## src/rtl/encoder_4x2_reg.sv

```systemverilog
// encoder_4x2_reg: registered 4-to-2 encoder with valid/ready skid-free handshake and saturating error counter; define PRIO_ENC_EN to priority-encode multi-hot input
module encoder_4x2_reg #(
  parameter int CNT_W = 8
) (
  input  logic             clk,
  input  logic             rst_n,
  input  logic [3:0]       i,
  input  logic             in_valid,
  output logic             in_ready,
  output logic [1:0]       code,
  output logic             err,
  output logic             vld,
  input  logic             out_ready,
  output logic [CNT_W-1:0] err_cnt
);
  typedef enum logic {EMPTY = 1'b0, FULL = 1'b1} state_e;
  state_e           state_q, state_d;
  logic [1:0]       code_q, code_d, enc_code;
  logic             err_q, err_d, enc_err;
  logic [CNT_W-1:0] cnt_q, cnt_d;
  logic             in_xfer, out_xfer;
  // encode the request lines; zero input is always an error
  always_comb begin
`ifdef PRIO_ENC_EN
    enc_code = i[3] ? 2'd3 : i[2] ? 2'd2 : i[1] ? 2'd1 : 2'd0;
    enc_err  = i == 4'b0000;
`else
    enc_code = i == 4'b1000 ? 2'd3 : i == 4'b0100 ? 2'd2 : i == 4'b0010 ? 2'd1 : 2'd0;
    enc_err  = !$onehot(i);
`endif
  end
  // handshake and next-state: a full register can refill in the same cycle it drains
  always_comb begin
    in_ready = rst_n && (state_q == EMPTY || out_ready);
    in_xfer  = in_valid && in_ready;
    out_xfer = state_q == FULL && out_ready;
    state_d  = in_xfer ? FULL : out_xfer ? EMPTY : state_q;
    code_d   = in_xfer ? enc_code : code_q;
    err_d    = in_xfer ? enc_err : err_q;
    cnt_d    = (in_xfer && enc_err && !(&cnt_q)) ? cnt_q + CNT_W'(1) : cnt_q;
  end
  // state, held word and error counter
  always_ff @(posedge clk or negedge rst_n) begin
    if (!rst_n) begin
      state_q <= EMPTY;
      code_q  <= 2'd0;
      err_q   <= 1'b0;
      cnt_q   <= '0;
    end else begin
      state_q <= state_d;
      code_q  <= code_d;
      err_q   <= err_d;
      cnt_q   <= cnt_d;
    end
  end
  assign vld     = state_q == FULL;
  assign code    = code_q;
  assign err     = err_q;
  assign err_cnt = cnt_q;
endmodule

```

## config.mk

```make
export PLATFORM = sky130hd
export DESIGN_NAME = encoder_4x2_reg
export DESIGN_NICKNAME = d
export VERILOG_FILES = /design/src/rtl/encoder_4x2_reg.sv
export SDC_FILE = /design/constraint.sdc
export NUM_CORES = 1
export LEC_CHECK = 0
export CAP_MARGIN = 20
export CORE_MARGIN = 3
export CORE_UTILIZATION = 44
export CTS_CLUSTER_DIAMETER = 150
export DETAILED_ROUTE_END_ITERATION = 12
export DONT_BUFFER_PORTS = 1
export HOLD_SLACK_MARGIN = 0.05
export RECOVER_POWER = 50
export SYNTH_ARGS = -nofsm -noshare
export SYNTH_HDL_FRONTEND = slang
export SYNTH_SLANG_ARGS = --single-unit
```

## constraint.sdc

```tcl
create_clock -name clk -period 1.6 [get_ports clk]
set_input_delay 0.16 -clock clk [delete_from_list [all_inputs] [get_ports clk]]
set_output_delay 0.16 -clock clk [all_outputs]
set_load 0.05 [all_outputs]
```

==> summary.md, run 1 <==
| Metric | Value |
|---|---|
| Critical Path End Type | register |
| CTS sink count | 12 |
| DP Area | between 800 and 900 µm² |
| Core area | roughly 0.0014 mm² |
| Type of the worst min-delay path | in2reg |
| Max incr delay on CP | about 520 ps |
| Synth unique cells | 25 |
| Mapped Area | roughly 710 µm² |
| CTS Buf Count | 3 |
| Outcome | finished, violations left |
| Antenna-violating nets left | 0 |
| Primary FF master, synth | dfrtp_1 |
| Final Power | around 1.4 mW |
| Asr flop ratio synth | 1.000 |
| Area leader, netlist | dfrtp_1 |
| Internal power | roughly 0.74 mW |
| Vias in the first global route | ~550 |
| Layout Skew | around 8.4 ps |
| Peak supply drop | 0.001346 V |
| WL/cell | around 15 µm |
| Sw Ratio | 0.4643 |
| FMAX | around 550 MHz |
| Reg clk slew, reported paths | about 80 ps |
| Clock Latency Late Sink | 280 ps |
| Layout cells sized above 1 | 0.4651 |
| Total gr overflow | 0 |
| Met3 Resource Use GR | 0.07813 |
| Dpl ws | -615.0 ps |
| Largest net degree at the start of global routing | 13 |
| Area share of the largest cell type after synthesis | 0.4248 |
| Via density | 5.307 |
| First-pass GRT wire length | 2.401 mm |
| Initial antenna violation count | 0 |
| Die width | 46.09 µm |
| Post-synth top cells | 12 x dfrtp_1, 9 x nand2_1, 6 x xor2_1, 5 x ha_1, 5 x inv_1 |
| Crit path DAT | around 2000 ps |
| Psw | ~0.64 mW |
| CP Cell Sequence | inv_8, fa_1, inv_1, ha_2, ha_4, or3b_4, nand4_4, nor2_2, mux2_4 |
| Clk pwr share | 0.175 |
| Clk buf depth | 2 |
| DRC Markers | 0 |
| Failing checks | setup timing |
| Worst hold margin | ~95 ps |
| Mapped Cells | just over 60 |
| Avg Inst Size Synth | ~11 µm² |
| TritonCTS clock tree | yes |
| Synth Register Bits | 12 |
| Die Height | 46.09 µm |
| Crit path max-delay cell type | fa_1 |
| Final setup vio count | 9 |
| RSZ-0062 raised after global routing | true |
| Critical Path RT | 1770 ps |
| Initial Util | 0.5054 |
| Hpwl dp | ~1.1 mm |
| CTS root buf | clkbuf_4 |
| EDFF count, synth | 0 |
| Fin util | 0.7004 |
| Grt peak-use layer | met2 |
| Count leader, synth | dfrtp_1 |
| PD cells | about 1400 mW/mm² |
| Final critical-path share of the clock period | 1.144 |
| Lkg Pwr | between 0.4 and 0.5 nW |
| Final hold vios | 0 |
| Dpl cells | 91 |
| Final setup TNS | -1789 ps |
| WL final | approximately 1.5 mm |
| Critical path class | in2reg |
| DRT Pass-1 Iters | 4 |
| Io pins | 21 |
| Via count | approximately 540 |
| H-tree depth | 1 |
| Worst-case headroom to the max-slew limit | 0.6074 |
| Worst-margin pin slew | 591.4 ps |
| Syn Nets | 76 |
| Final worst slack | -230.3 ps |
| N_diodes | 0 |
| Initial DRC Count | 6 |
| Flop pwr share | 0.347 |
| Tmin final | between 1500 and 2000 ps |
| Final instance area | approximately 980 µm² |
| Ranking of synthesized cells by area | dfrtp_1 42%, ha_1 8.8%, xor2_1 7.4% |
| Layout overhead on the synthesized area | 38.58% |
| GRT met2 Usage | 0.2610 |
| Post-Layout Cell Count | 101 |
| Met1 Use GR | 0.1951 |
| Crit path launch type | input port |
| Max_cap viols | 0 |
| Gate power share | 0.478 |
| Ys Warns | 0 |
| Critical path fanouts, max | 8 |
| Placer Congestion | between 0.7 and 0.8 |
| Die area | 0.002124 mm² |
| GRT Total Usage | 0.1668 |
| PortBufs | 0 |
| Max-slew violations | 0 |
| Post-synthesis sequential area ratio | 0.4248 |
| Final net count | 101 |
| FP Rows | 13 |
## power groups by stage
stage               logic, mW  registers (mW)  clock network, mW
finish                  0.659           0.479              0.242
global route            0.699           0.490              0.265
CTS                     0.649           0.481              0.251
detailed placement      0.616           0.487                  0
global placement        0.599           0.484                  0
floorplan               0.177           0.743                  0
## cell type report
class	count	area, µm²
well taps	15	18.77
multi-input cells	45	439.2
inverters	5	26.28
repair buffers	20	158.9
flip-flops and latches	12	300.3
fillers	113	419.2
clock buffers	4	36.28
## layer usage
metal  part of all wire  vias up
li1                   -      259
met1               0.44      252
met2               0.45       20
met3              0.090        5
met4              0.019        0
met5                  0        -
## layout by cell type (no fill, tap or decap), types with 2 or more instances in the layout
cell type / instances
buf_4: 15
dfrtp_1: 12
nand2_1: 8
xor2_1: 6
nand3_1: 3
mux2_4: 3
ha_1: 3
clkbuf_4: 3
inv_1: 2
inv_2: 2
nand2b_1: 2
dlygate4sd3_1: 2
buf_6: 2
## registers in the layout (all words and copies together) (netlist names)
name     count
err          1
vld          1
code         2
err_cnt      8
## worst max-delay path: cells and delay by family
family / cells / cell delay, ps
buf+inv: 2 / 50
simple gates: 3 / 590
mux: 1 / 300
fa+ha+maj: 3 / 890
## logic make-up (layout without fill, tap and decap cells)
family / count (synthesis) / after routing / synth area share
buf+inv: 5 / 29 / 0.02655
mux: 4 / 4 / 0.07257
flops: 12 / 12 / 0.4248
compound gates: 2 / 2 / 0.01770
fa+ha+maj: 6 / 6 / 0.1168
xor+xnor: 6 / 6 / 0.07434
simple gates: 27 / 27 / 0.2672
## worst paths after layout
check,from,cells after the start,slack [ps],to
setup / recovery,i[3],9,-230,err_cnt[7]
hold / removal,i[2],3,100,code[1]
setup reg to reg,err_cnt[3],4,130,err_cnt[1]
hold reg to reg,err_cnt[3],1,560,err_cnt[3]
max in group asynchronous,rst_n,1,940,err_cnt[6]
min in group asynchronous,rst_n,1,300,code[0]
## timing repair
| item | in CTS | in global routing |
|---|---|---|
| hold buffers | 2 | 0 |
| pin swaps | 5 | 2 |
| setup buffers | 3 | 2 |
| hold endpoints to repair | 13 | 0 |
| resized for setup | 4 | 4 |
| endpoints found under the setup margin | 9 | 9 |
(Power assumes the default switching activity.)
==> run 2, diff against run 1 <==
CTS_BUF_LIST = sky130_fd_sc_hd__clkbuf_4 sky130_fd_sc_hd__clkbuf_8 sky130_fd_sc_hd__clkbuf_16   (was default)
PLACE_DENSITY_LB_ADDON = 0.12   (was default)
==> run 2 against run 1 <==
  * The flow still finishes with violations (setup timing)
  * Worst setup slack got worse by 100 ps
  * Die area unchanged
  * Wire length increased by 11%
  * Maximum frequency decreased by 5.2%
  * Sequential share of layout area decreased by 1.1 points
  * Clock power increased by 2%
  * Register-to-register slack got worse by 30 ps
  * Count of clock-buffer cells in the layout unchanged
  * Sequential power decreased by 2%
  * Combinational power increased by 5.6%
==> summary.md, run 2 (same netlist as run 1, synthesis figures left out) <==
| Metric | Value |
|---|---|
| Critical Path End Type | register |
| Initial antenna violation count | 0 |
| Placer Congestion | 0.7339 |
| Worst-margin pin slew | between 500 and 600 ps |
| CTS Buf Count | 3 |
| Initial Util | 0.5054 |
| Met1 Use GR | 0.2034 |
| Most frequent cells in the layout | 15 x buf_4, 12 x dfrtp_1, 9 x nand2_1 |
| FMAX | just over 500 MHz |
| N_diodes | 0 |
| Clock Latency Late Sink | 270 ps |
| Type of the worst min-delay path | in2reg |
| RSZ-0062 raised after global routing | true |
| Hpwl dp | ~1.2 mm |
| Critical path class | in2reg |
| First-pass GRT wire length | 2.670 mm |
| R2R cell count | 5 |
| Outcome | finished, violations left |
| Dpl ws | -604.9 ps |
| Die width | between 40 and 50 µm |
| Fin util | 0.7272 |
| Initial DRC Count | 6 |
| Clk pwr share | 0.175 |
| Peak supply drop | 0.0007904 V |
| Reg clk slew, reported paths | 80 ps |
| Final setup TNS | -2160 ps |
| WL/cell | between 15 and 20 µm |
| Final worst slack | -330.0 ps |
| Largest net degree at the start of global routing | 13 |
| TritonCTS clock tree | yes |
| PD cells | about 1400 mW/mm² |
| Worst hold path depth | 3 |
| Post-Layout Cell Count | 104 |
| Layout overhead on the synthesized area | 43.89% |
| Failing checks | setup timing |
| GRT met2 Usage | 0.3214 |
| Met3 Resource Use GR | 0.06641 |
| Internal power | approximately 0.76 mW |
| Die area | 0.002124 mm² |
| Max_cap viols | 0 |
| Grt peak-use layer | met2 |
| DRT Pass-1 Iters | 4 |
| Flop-to-flop setup slack | ~100 ps |
| Core area | ~0.0014 mm² |
| Final hold vios | 0 |
| PortBufs | 0 |
| Vias in the first global route | 589 |
| R2r startpoint | vld |
| Clk buf depth | 2 |
| Worst hold margin | 98.32 ps |
| Critical path fanouts, max | 7 |
| R2r endpoint | err_cnt[4] |
| FP Rows | 13 |
| Psw | between 0.6 and 0.7 mW |
| Crit path DAT | approximately 2100 ps |
| Final critical-path share of the clock period | 1.206 |
| Via density | around 5.5 |
| Via count | 570 |
| Layout cells sized above 1 | 0.4607 |
| Max reg flops | 8 |
| Antenna-violating nets left | 0 |
| Dpl cells | between 90 and 100 |
| Hold Startpoint | i[2] |
| CTS sink count | 12 |
| Final setup vio count | 9 |
| Crit path launch type | input port |
| Io pins | 21 |
| Sw Ratio | 0.4649 |
| Commonest non-fill, non-tap cell in the layout | buf_4 |
| DRC Markers | 0 |
| Final net count | about 100 |
| Layout Skew | 1.542 ps |
| Critical Path RT | roughly 1800 ps |
| CTS root buf | clkbuf_4 |
| Total gr overflow | 0 |
| WHS Endpoint | code[1] |
| Flop pwr share | 0.333 |
| H-tree depth | 1 |
| Gate power share | 0.492 |
| WL final | about 1.7 mm |
| GRT Total Usage | 0.1929 |
| Max-slew violations | 0 |
| Lkg Pwr | between 0.4 and 0.5 nW |
| Worst-case headroom to the max-slew limit | 0.6049 |
| Tmin final | 1930 ps |
| Die Height | around 46 µm |
## run 2: changes by cell type in the layout (fill, tap and decap cells not counted), sizes merged
cell and change:
buf +3
## run 2: area by class of cell
| class | count | area [µm²] |
|---|---|---|
| clock buffers | 4 | 36.28 |
| fillers | 111 | 381.6 |
| inverters | 5 | 26.28 |
| multi-input cells | 45 | 434.2 |
| flip-flops and latches | 12 | 300.3 |
| well taps | 15 | 18.77 |
| repair buffers | 23 | 201.4 |
## run 2: timing repair
item                                    in CTS  in global routing
setup buffers                                5                  1
pin swaps                                    8                  5
endpoints found under the hold margin       13                  0
resized for setup                            7                  1
endpoints found under the setup margin       9                  9
hold buffers                                 2                  0
## run 2: critical path, stage by stage
cell and delay, ps:
inv_8 10, fa_1 520, inv_1 40, ha_2 180, ha_4 200, or3b_4 390, nand4_4 140, buf_12 130
nor2_4 30, mux2_4 290
## run 2: worst max-delay path by stage
stage,start,endpoint,slack [ps],cells past startpoint
5_1_grt,i[3],err_cnt[1],-350,10
6_report,i[3],err_cnt[1],-330,10
3_5_place_dp,i[3],err_cnt[6],-600,9
2_1_floorplan,i[3],err_cnt[6],-540,9
4_1_cts,i[3],err_cnt[6],-250,9
3_3_place_gp,i[3],err_cnt[6],-590,9
## run 2: stage by stage
stage / power (mW) / cell area (µm²)
after detailed placement: 1.110 / 857.1
after global routing: 1.496 / 1017
after CTS: 1.411 / 997.2
final: 1.415 / 1017
after floorplan: 0.9197 / 725.7
after global placement: 1.088 / 857.1
## run 2: routing by layer
metal | part of all wire | vias to the layer above | wire [µm]
met4 | 0.027 | 0 | 44
met5 | 0 | - | 0
li1 | - | 271 | -
met2 | 0.48 | 22 | 802
met3 | 0.075 | 6 | 125
met1 | 0.41 | 271 | 686
## run 2: power by group through the flow
stage | logic, mW | registers [mW] | clock network, mW
final | 0.696 | 0.471 | 0.248
after detailed placement | 0.630 | 0.479 | 0
after global placement | 0.618 | 0.470 | 0
after CTS | 0.685 | 0.472 | 0.254
after global routing | 0.746 | 0.483 | 0.268
after floorplan | 0.177 | 0.743 | 0
==> run 3, diff against run 2 <==
==> constraint.sdc (replaced) <==
create_clock -name clk -period 1.6 [get_ports clk]
set_input_delay 0.16 -clock clk [delete_from_list [all_inputs] [get_ports clk]]
set_output_delay 0.16 -clock clk [all_outputs]
set_load 0.005 [all_outputs]
==> run 3 against run 2 <==
  * The run still ends with setup timing left
  * Critical path depth shrank 1
  * Worst setup slack gained 59 ps
  * Final cell count shrank 11%
  * Register-to-register slack is essentially flat
  * Largest cell class unchanged
==> summary.md, run 3 (same netlist as run 1, synthesis figures left out) <==
| Metric | Value |
|---|---|
| N_diodes | 0 |
| Final instance area | around 920 µm² |
| Final setup vio count | 9 |
| Crit path max-delay cell type | fa_1 |
| TritonCTS clock tree | yes |
| Critical Path RT | 1750 ps |
| Peak supply drop | 0.0006590 V |
| Reg clk slew, reported paths | around 70 ps |
| Io pins | 21 |
| R2r startpoint | vld |
| PortBufs | 0 |
| DP Area | 812.0 µm² |
| Worst-margin pin slew | 526.7 ps |
| CP Cell Sequence | inv_12, fa_1, inv_1, ha_2, ha_4, or3b_4, nand4_4, nor3_2, mux2_4 |
| DRT Pass-1 Iters | 3 |
| Failing checks | setup timing |
| Critical Path End Type | register |
| Dpl cells | 86 |
| CTS Buf Count | 3 |
| DRC Markers | 0 |
| Outcome | finished, violations left |
| Final hold vios | 0 |
| Final net count | 94 |
| Critical path class | in2reg |
| Hpwl dp | a little under 1 mm |
| Type of the worst min-delay path | in2reg |
| CTS root buf | clkbuf_4 |
| FP Rows | 13 |
| Via density | 5.473 |
| Die area | ~0.0021 mm² |
| GRT Total Usage | 0.1637 |
| Core area | around 0.0014 mm² |
| Max-slew violations | 0 |
| Clock Latency Late Sink | 260 ps |
| Flop-to-flop setup slack | 110 ps |
| Layout Skew | about 0.38 ps |
| Layout overhead on the synthesized area | 30.80% |
| Post-Layout Cell Count | 93 |
| First-pass GRT wire length | approximately 2.4 mm |
| Worst hold margin | 107.4 ps |
| Final worst slack | -271.3 ps |
| Final setup TNS | -1970 ps |
| Tmin final | between 1500 and 2000 ps |
| WL final | approximately 1.4 mm |
| RSZ-0062 raised after global routing | true |
| Lkg Pwr | between 0.4 and 0.5 nW |
| Initial antenna violation count | 0 |
| Commonest non-fill, non-tap cell in the layout | dfrtp_1 |
| Initial Util | 0.5054 |
| Placer Congestion | approximately 0.74 |
| Die width | around 46 µm |
| Vias in the first global route | 537 |
| Via count | around 500 |
| Worst setup path end | err_cnt[6] |
| H-tree depth | 1 |
| PD cells | 1078 mW/mm² |
| Layout cells sized above 1 | 0.3974 |
| Critical path fanouts, max | 7 |
| Crit path launch type | input port |
| CTS sink count | 12 |
| Clk buf depth | 2 |
| FMAX | 534.4 MHz |
| Antenna-violating nets left | 0 |
| Die Height | ~46 µm |
| Total gr overflow | 0 |
| Uppermost routed layer | met4 |
| Met3 WL post-DR | 132 µm |
| Max reg flops | 8 |
| Dpl ws | -591.8 ps |
| R2r endpoint | err_cnt[4] |
| Metal-1 WL | approximately 570 µm |
| Max incr delay on CP | about 520 ps |
| # fillers | 120 |
| Met2 wire len | around 660 µm |
| Largest net degree at the start of global routing | 13 |
| Worst-case headroom to the max-slew limit | 0.6477 |
| Max_cap viols | 0 |
| R2R cell count | 5 |
| WL/cell | approximately 15 µm |
| Initial DRC Count | 6 |
| CP Launch Point | i[0] |
| Final critical-path share of the clock period | 1.170 |
| Crit path DAT | around 2000 ps |
| Most frequent cells in the layout | 12 x dfrtp_1, 9 x nand2_1, 9 x buf_4 |
-- run 3: cell types whose count changed in the layout (fill, tap and decap cells not counted), sizes merged --
cell    delta
buf        -9
clkbuf     -2
-- run 3: power breakdown --
group          switching, mW  internal [mW]  total (mW)  leakage, nW
Sequential            0.0615          0.381       0.442        0.153
Clock                 0.0899         0.0869       0.177       0.0138
Combinational          0.184          0.193       0.377        0.256
Total                  0.335          0.661       0.996        0.423
-- run 3: worst max-delay path: cells and delay by family --
family                   cells  cell delay (ps)
adder cells (fa/ha/maj)      3              900
buffers and inverters        2               50
AND/OR/NAND/NOR              3              620
multiplexers                 1              300
-- run 3: what timing repair did --
action / 4_1_cts / 5_1_grt
setup buffers: 1 / 1
cloned: 0 / 0
resized for setup: 9 / 1
hold buffers: 2 / 0
pin swaps: 9 / 4
setup endpoints to repair: 9 / 9
endpoints found under the hold margin: 13 / 0
-- run 3: worst min-delay path by stage --
stage                     start  endpoint  slack [ps]  cells after the start
after CTS                  i[2]   code[1]         100                      3
after floorplan           rst_n   code[0]        -140                      0
after global placement    rst_n       vld        -140                      0
after detailed placement  rst_n       vld        -140                      0
after global routing       i[2]   code[1]          90                      3
final                      i[2]   code[1]         110                      3
-- run 3: through the flow --
step | utilization | total power [mW]
global route | 0.6610 | 1.077
detailed placement | 0.5805 | 0.7836
floorplan | - | 0.6492
global placement | 0.5805 | 0.7764
CTS | 0.6521 | 1.001
finish | 0.6610 | 0.9964
-- run 3: final cells by class --
class | count | area [µm²] | area share
inverters | 5 | 38.79 | 0.04195
repair buffers | 13 | 110.1 | 0.1191
multi-input cells | 45 | 434.2 | 0.4696
flip-flops and latches | 12 | 300.3 | 0.3248
well taps | 15 | 18.77 | 0.02030
clock buffers | 3 | 22.52 | 0.02436
-- run 3: metal layers --
metal  up-vias  GRT usage
met5         -          0
met4         0    0.06250
met3         2    0.07813
met2        18     0.2527
met1       244     0.1956
li1        245          -
